### config.mk
export PLATFORM = sky130hd
export DESIGN_NAME = mini_src_control_unit
export DESIGN_NICKNAME = d
export VERILOG_FILES = /design/src/rtl/mini_src_pkg.sv /design/src/rtl/reg_select_decoder.sv /design/src/rtl/mini_src_control_unit.sv
export SDC_FILE = /design/constraint.sdc
export NUM_CORES = 1
export LEC_CHECK = 0
export ABC_AREA = 1
export BUFFER_PORTS_ARGS = -buffer_cell sky130_fd_sc_hd__buf_4
export CAP_MARGIN = 5
export CORE_ASPECT_RATIO = 0.5
export CORE_MARGIN = 4
export CORE_UTILIZATION = 34
export DETAILED_ROUTE_END_ITERATION = 8
export PLACE_DENSITY = 0.78
export SYNTH_ARGS = -nofsm -noshare
export SYNTH_HDL_FRONTEND = slang
export SYNTH_SLANG_ARGS = --single-unit
### constraint.sdc
create_clock -name clk -period 1.1 [get_ports clk]
set_input_delay 0 -clock clk [delete_from_list [all_inputs] [get_ports clk]]
set_output_delay 0 -clock clk [all_outputs]
set_load 0.02 [all_outputs]
### src/rtl/mini_src_pkg.sv
// Shared types and constants for the Mini SRC hardwired control unit:
// FSM states, opcode map, IR field positions and opcode classification.
package mini_src_pkg;

    typedef enum logic [3:0] {
        ST_IDLE,
        ST_T0,
        ST_T1,
        ST_T2,
        ST_T3,
        ST_T4,
        ST_T5,
        ST_T6,
        ST_HALT
    } state_t;

    typedef enum logic [2:0] {
        CLS_NOP,
        CLS_ALU,
        CLS_UNARY,
        CLS_MULDIV,
        CLS_HALT
    } op_class_t;

    localparam logic [4:0] OP_ALU_FIRST = 5'b00011;
    localparam logic [4:0] OP_ALU_LAST  = 5'b01011;
    localparam logic [4:0] OP_SHR       = 5'b00101;
    localparam logic [4:0] OP_MUL       = 5'b01111;
    localparam logic [4:0] OP_DIV       = 5'b10000;
    localparam logic [4:0] OP_NEG       = 5'b10001;
    localparam logic [4:0] OP_NOT       = 5'b10010;
    localparam logic [4:0] OP_NOP       = 5'b11010;
    localparam logic [4:0] OP_HALT      = 5'b11011;

    localparam logic [4:0] ALU_INC  = 5'b11111;
    localparam logic [4:0] ALU_NONE = 5'b00000;

    localparam int OPCODE_MSB = 31;
    localparam int OPCODE_LSB = 27;
    localparam int RA_MSB     = 26;
    localparam int RA_LSB     = 23;
    localparam int RB_MSB     = 22;
    localparam int RB_LSB     = 19;
    localparam int RC_MSB     = 18;
    localparam int RC_LSB     = 15;

    // Any opcode outside the known classes runs as a nop.
    function automatic op_class_t classify(input logic [4:0] op);
        if (op >= OP_ALU_FIRST && op <= OP_ALU_LAST) return CLS_ALU;
        if (op == OP_MUL || op == OP_DIV)           return CLS_MULDIV;
        if (op == OP_NEG || op == OP_NOT)           return CLS_UNARY;
        if (op == OP_HALT)                          return CLS_HALT;
        return CLS_NOP;
    endfunction

endpackage

### src/rtl/reg_select_decoder.sv
// Turns a 4-bit register field plus an enable into a one-hot register
// strobe vector (bit n selects Rn).
module reg_select_decoder #(
    parameter int NUM_REGS = 16
) (
    input  logic [3:0]          field,
    input  logic                en,
    output logic [NUM_REGS-1:0] onehot
);

    always_comb begin
        for (int i = 0; i < NUM_REGS; i++) begin
            onehot[i] = en && (field == 4'(i));
        end
    end

endmodule

### src/rtl/mini_src_control_unit.sv
// Hardwired Mini SRC control unit: fetch (T0-T2), decode, and execute
// sequencing (T3-T6); all strobes are a combinational decode of state and IR.
module mini_src_control_unit
    import mini_src_pkg::*;
#(
    parameter int NUM_REGS = 16,
    parameter int DATA_W   = 32
) (
    input  logic                clk,
    input  logic                clr,
    input  logic                run,
    input  logic [DATA_W-1:0]   ir,
    output logic [4:0]          alu_control,
    output logic [NUM_REGS-1:0] r_out,
    output logic [NUM_REGS-1:0] r_en,
    output logic                pc_out,
    output logic                pc_en,
    output logic                mar_en,
    output logic                mdr_out,
    output logic                mdr_en,
    output logic                read,
    output logic                ir_en,
    output logic                y_en,
    output logic                zlo_en,
    output logic                zhi_en,
    output logic                zlo_out,
    output logic                zhi_out,
    output logic                lo_en,
    output logic                hi_en,
    output logic                instr_done,
    output logic                halted
);

    state_t    state, next_state;
    op_class_t op_class;

    logic [4:0] opcode;
    logic [3:0] ra, rb, rc;
    logic [3:0] r_out_field, r_en_field;
    logic       r_out_sel, r_en_sel;
    logic       unused_ir_bits;

    assign opcode   = ir[OPCODE_MSB:OPCODE_LSB];
    assign ra       = ir[RA_MSB:RA_LSB];
    assign rb       = ir[RB_MSB:RB_LSB];
    assign rc       = ir[RC_MSB:RC_LSB];
    assign op_class = classify(opcode);
    assign unused_ir_bits = ^ir[RC_LSB-1:0];

    // NOTE: sequential state uses non-blocking assignments so every flop
    // samples pre-edge values; clr is synchronous and wins over everything.
    always_ff @(posedge clk) begin
        if (clr) state <= ST_IDLE;
        else     state <= next_state;
    end

    // NOTE: every output and next_state gets a default first, so no path
    // through the case statement can infer a latch.
    always_comb begin
        next_state  = state;
        alu_control = ALU_NONE;
        r_out_field = '0;
        r_out_sel   = 1'b0;
        r_en_field  = '0;
        r_en_sel    = 1'b0;
        pc_out      = 1'b0;
        pc_en       = 1'b0;
        mar_en      = 1'b0;
        mdr_out     = 1'b0;
        mdr_en      = 1'b0;
        read        = 1'b0;
        ir_en       = 1'b0;
        y_en        = 1'b0;
        zlo_en      = 1'b0;
        zhi_en      = 1'b0;
        zlo_out     = 1'b0;
        zhi_out     = 1'b0;
        lo_en       = 1'b0;
        hi_en       = 1'b0;
        instr_done  = 1'b0;
        halted      = 1'b0;

        unique case (state)
            ST_IDLE: next_state = run ? ST_T0 : ST_IDLE;
            ST_T0: begin
                pc_out      = 1'b1;
                mar_en      = 1'b1;
                zlo_en      = 1'b1;
                alu_control = ALU_INC;
                next_state  = ST_T1;
            end
            ST_T1: begin
                zlo_out    = 1'b1;
                pc_en      = 1'b1;
                read       = 1'b1;
                mdr_en     = 1'b1;
                next_state = ST_T2;
            end
            ST_T2: begin
                mdr_out = 1'b1;
                ir_en   = 1'b1;
                // Decided from the opcode visible on ir during T2.
                unique case (op_class)
                    CLS_HALT: next_state = ST_HALT;
                    CLS_NOP:  instr_done = 1'b1;
                    default:  next_state = ST_T3;
                endcase
            end
            ST_T3: begin
                next_state = ST_T4;
                if (op_class == CLS_ALU) begin
                    r_out_field = rb;
                    r_out_sel   = 1'b1;
                    y_en        = 1'b1;
                end else if (op_class == CLS_MULDIV) begin
                    r_out_field = ra;
                    r_out_sel   = 1'b1;
                    y_en        = 1'b1;
                end
            end
            ST_T4: begin
                next_state  = ST_T5;
                alu_control = opcode;
                zlo_en      = 1'b1;
                zhi_en      = (op_class == CLS_MULDIV);
                r_out_field = (op_class == CLS_ALU) ? rc : rb;
                r_out_sel   = 1'b1;
            end
            ST_T5: begin
                zlo_out = 1'b1;
                if (op_class == CLS_MULDIV) begin
                    lo_en      = 1'b1;
                    next_state = ST_T6;
                end else begin
                    r_en_field = ra;
                    r_en_sel   = 1'b1;
                    instr_done = 1'b1;
                end
            end
            ST_T6: begin
                zhi_out    = 1'b1;
                hi_en      = 1'b1;
                instr_done = 1'b1;
            end
            ST_HALT: halted = 1'b1;
            default: next_state = ST_IDLE;
        endcase

        // run is sampled only at instruction boundaries.
        if (instr_done) next_state = run ? ST_T0 : ST_IDLE;
    end

    reg_select_decoder #(.NUM_REGS(NUM_REGS)) u_r_out_dec (
        .field  (r_out_field),
        .en     (r_out_sel),
        .onehot (r_out)
    );

    reg_select_decoder #(.NUM_REGS(NUM_REGS)) u_r_en_dec (
        .field  (r_en_field),
        .en     (r_en_sel),
        .onehot (r_en)
    );

endmodule

==> impl.org, run 1 <==
** Run status
- Result of the run :: stopped before the end
- Halt Stage :: clock tree synthesis (4_1_cts)
- Run-stopping error :: [ERROR DPL-0033] detailed placement checks failed during check placement.

** Logic synthesis
- In the synthesized netlist the dominant register cell turns out to be sky130_fd_sc_hd__dfxtp_1.
- Yosys instantiated no cell more often than sky130_fd_sc_hd__nor2_1.
- The share of synthesized area in the top cell type comes to 0.221.
- Summed over all instances, the cell type with the most area after synthesis is sky130_fd_sc_hd__nor2_1.
- The number of nets in the synthesized netlist is 217.
- Post-Synthesis Mean Instance Area :: about 5.2 µm²
- Synthesized instance count :: 182
- Post-synth top cells :: sky130_fd_sc_hd__nor2_1 (56), sky130_fd_sc_hd__nand2_1 (34), sky130_fd_sc_hd__inv_1 (19)
- Sequential-to-total area share from yosys stat :: 0.0843
- In this run, distinct cell masters in the synthesized netlist total 21.
- Counting flops with an async set or reset pin after synthesis yields a share of 0.
- Yosys printed 0 warnings.
- By area the synthesized netlist is led by sky130_fd_sc_hd__nor2_1 (22%), sky130_fd_sc_hd__nand2_1 (13%), sky130_fd_sc_hd__dfxtp_1 (8.4%), sky130_fd_sc_hd__inv_1 (7.5%), sky130_fd_sc_hd__nand2_2 (6.6%).
- Netlist area before placement :: around 950 µm²
- Yosys mapped a number of flops with a built-in enable equal to 0.
- Counting flops and latches in the post-synthesis netlist gives 4.

** Die
- The die is about 45 µm tall.
- Number of placement rows :: 13
- For this configuration, the core starts out at a cell density of 0.360.
- In this run the count of I/O pins placed on the die edge is just under 90.
- Horiz. Die Dim :: 82.7 µm

** Clocking
- Once the clock tree was built, the resizer swapped just over 100 gates to a different size.
- For this design, the sink count on the clock tree is 4.
- Clock root buffer :: sky130_fd_sc_hd__clkbuf_8
- In this run the number of H-tree levels came out at 1.
- The number of setup buffers added after CTS is 10.
- Hold bufs inserted after CTS :: 1
- Buffers inserted during clock tree synthesis total 3.
- The clock passes through at most 2 buffers.

** Placement
- GPL Wtd Cong :: 0.887
- The HPWL after detailed placement is between 3 and 4 mm.
- The placed instances occupy a cell area of 2120 µm².
- I/O Buffers :: 72
- OpenSTA, run right after detailed placement, puts the worst setup slack at -0.362 ns.
==> per-stage QoR <==
step | TNS, ns | std cells
2_1_floorplan | -5.95 | 182
3_3_place_gp | -8.84 | 320
3_5_place_dp | -10.61 | 320
==> cells by family after synthesis <==
family	count (synthesis)	share of synthesized area
simple gates	132	0.643
flops	4	0.0843
compound gates	18	0.140
buf+inv	28	0.133
==> inputs of run 2 (changes only) <==
Settings changed: CORE_ASPECT_RATIO 0.5 to default, CORE_UTILIZATION 34 to 25, PLACE_DENSITY 0.78 to default, PLACE_DENSITY_LB_ADDON from default to 0.15.
Clock period 1.1 ns to 1.4 ns, I/O delays scaled along.
==> impl.org, run 2 <==
** Run status
- Result of the run :: complete, but fails checks
- The final reports fail on negative setup slack.

** Detailed routing
- Once detail routing completed, the nets flagged for antenna violations numbered 0.
- The first detailed-routing pass took 4 iterations.
- After detailed routing, the total wire length is between 3 and 4 mm.
- Dividing the detail-routed wire length by the instance count gives between 10 and 15 µm.
- Post-DR vias/cell :: 4.48
- For this block, the via count after detailed routing is between 1000 and 1500.
- Drt initial violations :: 35
- Count of unresolved DRC violations after routing :: 0

** Setup path
- The worst setup path is launched from a flop.
- Data arrives at the worst endpoint at between 1.5 and 2 ns.
- Of all nets on the critical path, the largest fanout is 4.
- R2R setup slack :: -0.06 ns
- The startpoint identified for the worst register-to-register timing path is state[1].
- Slowest stage cell, crit path :: sky130_fd_sc_hd__dfxtp_4
- Worst Path Buf+Inv :: 3
- At the worst endpoint, the required time is ~1.4 ns.
- The critical path goes through nor2_1 > inv_2 > nor2_2 > buf_4 > a21oi_4 > nand2_2 > nor2_1 > buf_4.
- Crit end category :: output port
- The most critical setup path has its startpoint at state[0].
- The critical path is of the reg2out type.
- Max incr delay on CP :: around 0.35 ns
- Kind of cell adding the most delay to the critical path :: simple AND/OR/NAND/NOR gates

** Logic synthesis
- Post-synth top area cell :: sky130_fd_sc_hd__nor2_1
- Among all flip-flop cells after synthesis, the most frequent one is sky130_fd_sc_hd__dfxtp_1.
- Biggest area contributors in the synthesized netlist :: sky130_fd_sc_hd__nor2_1 (22%), sky130_fd_sc_hd__nand2_1 (13%), sky130_fd_sc_hd__dfxtp_1 (8.4%), sky130_fd_sc_hd__inv_1 (7.5%), sky130_fd_sc_hd__nand2_2 (6.6%)
- Ranked by instance count, the synthesized netlist is headed by sky130_fd_sc_hd__nor2_1 (56), sky130_fd_sc_hd__nand2_1 (34), sky130_fd_sc_hd__inv_1 (19).
- Yosys synthesis warning count :: 0 (unchanged)
- The number of instances in the synthesized netlist was 182 (unchanged).
- Post-synth top area share :: 0.221 (unchanged)
- The netlist area before placement came to 950 µm² (unchanged).
- Nets in the synthesized netlist :: 217 (unchanged)
- The synthesized area per cell is 5.22 µm² (unchanged).
- The number of synthesized register bits came to 4 (unchanged).
- The number of distinct library cell variants in the gate-level netlist after synthesis is 21 (unchanged).
- Number of enable flip-flop cells after synthesis :: 0 (unchanged)
- Most used standard cell by instance count after synthesis :: sky130_fd_sc_hd__nor2_1
- The sequential share of the synthesized area is 0.0843 (unchanged).
- Proportion of register bits with asynchronous set or reset after synthesis :: 0 (unchanged)

** Global routing
- Via count of the first global-routing pass :: ~1400
- Summed over all layers, the global routing overflow is 0.
- Global routing met2 resource utilization :: 0.258
- Met3 track demand over resource :: 0.0188
- The first global-routing pass estimated 5.91 mm of wire.
- In this run the most used layer during global routing was met2.
- The number of antenna violations at the first check in global routing was 0.
- Largest net degree at the start of global routing :: 8
- GRT met1 Usage :: 0.171
- For this run, the total global-route usage over all layers was measured as 0.142.

** Power and ir drop
- The share of total power dissipated in combinational logic is 0.565.
- The internal power of the cells totals approximately 520 µW.
- In this run the power spent charging and discharging nets is ~370 µW.
- Proportion of total power due to net switching :: 0.418
- For this design the ratio of total power to cell area is between 400 and 500 nW/µm².
- Of the total power, registers draw 0.152.
- Part of the power in the clock network :: 0.283
- Peak supply drop :: 0.499 mV
- Total leakage power :: 1.06 nW

** Die
- The number of cell rows came to 22 (+9).
- The starting density of the core is 0.259 (-0.101).
- Die Footprint :: 4850 µm²
- The total I/O pin count was 88 (unchanged).
- Core box area :: roughly 3700 µm²
- Horiz. Die Dim :: 69.6 µm (-16%)
- Vertical extent of the die :: 69.6 µm (+53%)

** Timing
- Final count of negative-setup-slack endpoints :: 34
- The final hold violation count came to 0.
- At the pin with the least slew margin, the transition time is between 0.2 and 0.3 ns.
- Summed over all failing endpoints, the final setup total negative slack is -3.51 ns.
- The smallest clock period supported by the final layout is computed as roughly 1.6 ns.
- Across all setup checks in the final design, the least slack found is -0.151 ns.
- Relative max-transition margin :: 0.830
- Setup repair after global routing could not meet its margin everywhere.
- For this run, the top clock speed supported by timing is 645 MHz.
- The number of slew-limit violations in the final report is 0.
- Final clock period utilization by the worst path :: 1.11
- On the final layout, the worst clock skew is 0.000645 ns.

** Placement
- The post-DP HPWL is 2.90 mm (-19%).
- The port buffer count was 72 (unchanged).
- The worst setup slack before clock tree synthesis came to 0.00624 ns (+0.368 ns).
- The final weighted congestion in routability-driven placement is 0.783 (-12%).

** Clocking
- Clock slew at reported path FFs :: ~0.030 ns
- Clock Sinks :: 4 (unchanged)
- Number of buffers created by CTS :: 3 (unchanged)
- Maximum count of clock buffers along a single path :: 2 (unchanged)
- CTS tree :: yes
- Clock latency on the worst-skew pair, taken at its later pin, is 0.22 ns.
- Clock root buffer :: sky130_fd_sc_hd__clkbuf_8
- The maximum level of the CTS H-tree is 1 (unchanged).

** Worst hold path
- The startpoint identified for the worst hold timing path is run.
- Classification of the worst-slack hold path :: in2reg

** Final layout
- Reg with most FFs :: state
- In the final design database the tool counted 319 nets.
- The top cell types in the final layout, fill and taps aside, are sky130_fd_sc_hd__buf_4 (77), sky130_fd_sc_hd__nor2_1 (33), sky130_fd_sc_hd__buf_6 (23).
- Number of flip-flops in the largest register :: 4
- Final antenna diode count :: 0
- Most common cell after layout, fill and taps aside :: sky130_fd_sc_hd__buf_4
- In the final layout, the share of cells above drive strength 1 is 0.684.
- The largest registers in the layout are state x4.
- Relative to the synthesized area, the layout overhead comes to 123%.

** Flow run
- Number of violations of the max-capacitance limit :: 0
run 2: cell counts after synthesis:
Identical to the previous run, type by type.
run 2: worst reg2reg max path, stage by stage (launching register included):
cell	delay [ns]
sky130_fd_sc_hd__dfxtp_2	0.35
sky130_fd_sc_hd__buf_6	0.11
sky130_fd_sc_hd__nand2_4	0.05
sky130_fd_sc_hd__nor2_4	0.12
sky130_fd_sc_hd__nand2_4	0.11
sky130_fd_sc_hd__buf_6	0.13
sky130_fd_sc_hd__buf_6	0.10
sky130_fd_sc_hd__nand2_2	0.05
sky130_fd_sc_hd__inv_2	0.05
sky130_fd_sc_hd__nand2_4	0.08
sky130_fd_sc_hd__buf_6	0.10
sky130_fd_sc_hd__nand2_2	0.03
sky130_fd_sc_hd__nand2_1	0.05
sky130_fd_sc_hd__nor2_1	0.04
run 2: cell families (layout without fill, tap and decap cells):
| logic type | Yosys count | after routing | share of synthesized area |
|---|---|---|---|
| DFF | 4 | 4 | 0.0843 |
| AOI/OAI and AO/OA | 18 | 18 | 0.140 |
| buffers and inverters | 28 | 127 | 0.133 |
| and+or+nand+nor | 132 | 133 | 0.643 |
run 2: layout make-up:
| class | instances | area [µm²] |
|---|---|---|
| Clock buffer | 3 | 41.3 |
| Fill cell | 356 | 1540 |
| Inverter | 23 | 88.8 |
| Multi-Input combinational cell | 151 | 992 |
| Sequential cell | 4 | 90.1 |
| Tap cell | 48 | 60.1 |
| Timing Repair Buffer | 101 | 847 |
run 2: path summary, 6_finish.rpt:
kind | to | cells past startpoint
setup / recovery | r_out[1] | 8
hold reg to reg | state[1] | 4
hold / removal | state[0] | 5
setup reg to reg | state[0] | 13
run 2: repair_timing:
item,in CTS,in global routing
cloned,1,0
hold buffers,1,0
resized for setup,26,75
setup endpoints to repair,34,44
hold endpoints to repair,4,0
pin swaps,11,27
buffers inserted,8,8
run 2: metrics by stage:
step                 util  hold WS [ns]  power (mW)  instances  area (µm²)
finish              0.579         0.122       0.897        330        2120
CTS                 0.494         0.107       0.865        323        1810
floorplan               -        0.0715       0.383        182         952
detailed placement  0.441         0.200       0.563        310        1610
global route        0.579         0.137       0.952        330        2120
global placement    0.441         0.195       0.563        310        1610
run 2: metal layers:
metal,share of wire,up-vias,wire (µm)
li1,-,771,-
met1,0.41,660,1620
met2,0.52,44,2030
met3,0.060,2,234
met4,0.0056,0,22
met5,0,-,0
run 2: power by group through the flow:
stage | Sequential [mW] | Combinational (mW) | Clock (mW)
6_report | 0.137 | 0.507 | 0.254
5_1_grt | 0.137 | 0.547 | 0.268
4_1_cts | 0.135 | 0.471 | 0.260
3_5_place_dp | 0.133 | 0.430 | 0
3_3_place_gp | 0.133 | 0.430 | 0
2_1_floorplan | 0.132 | 0.250 | 0
Power figures use the tool's default switching activity.
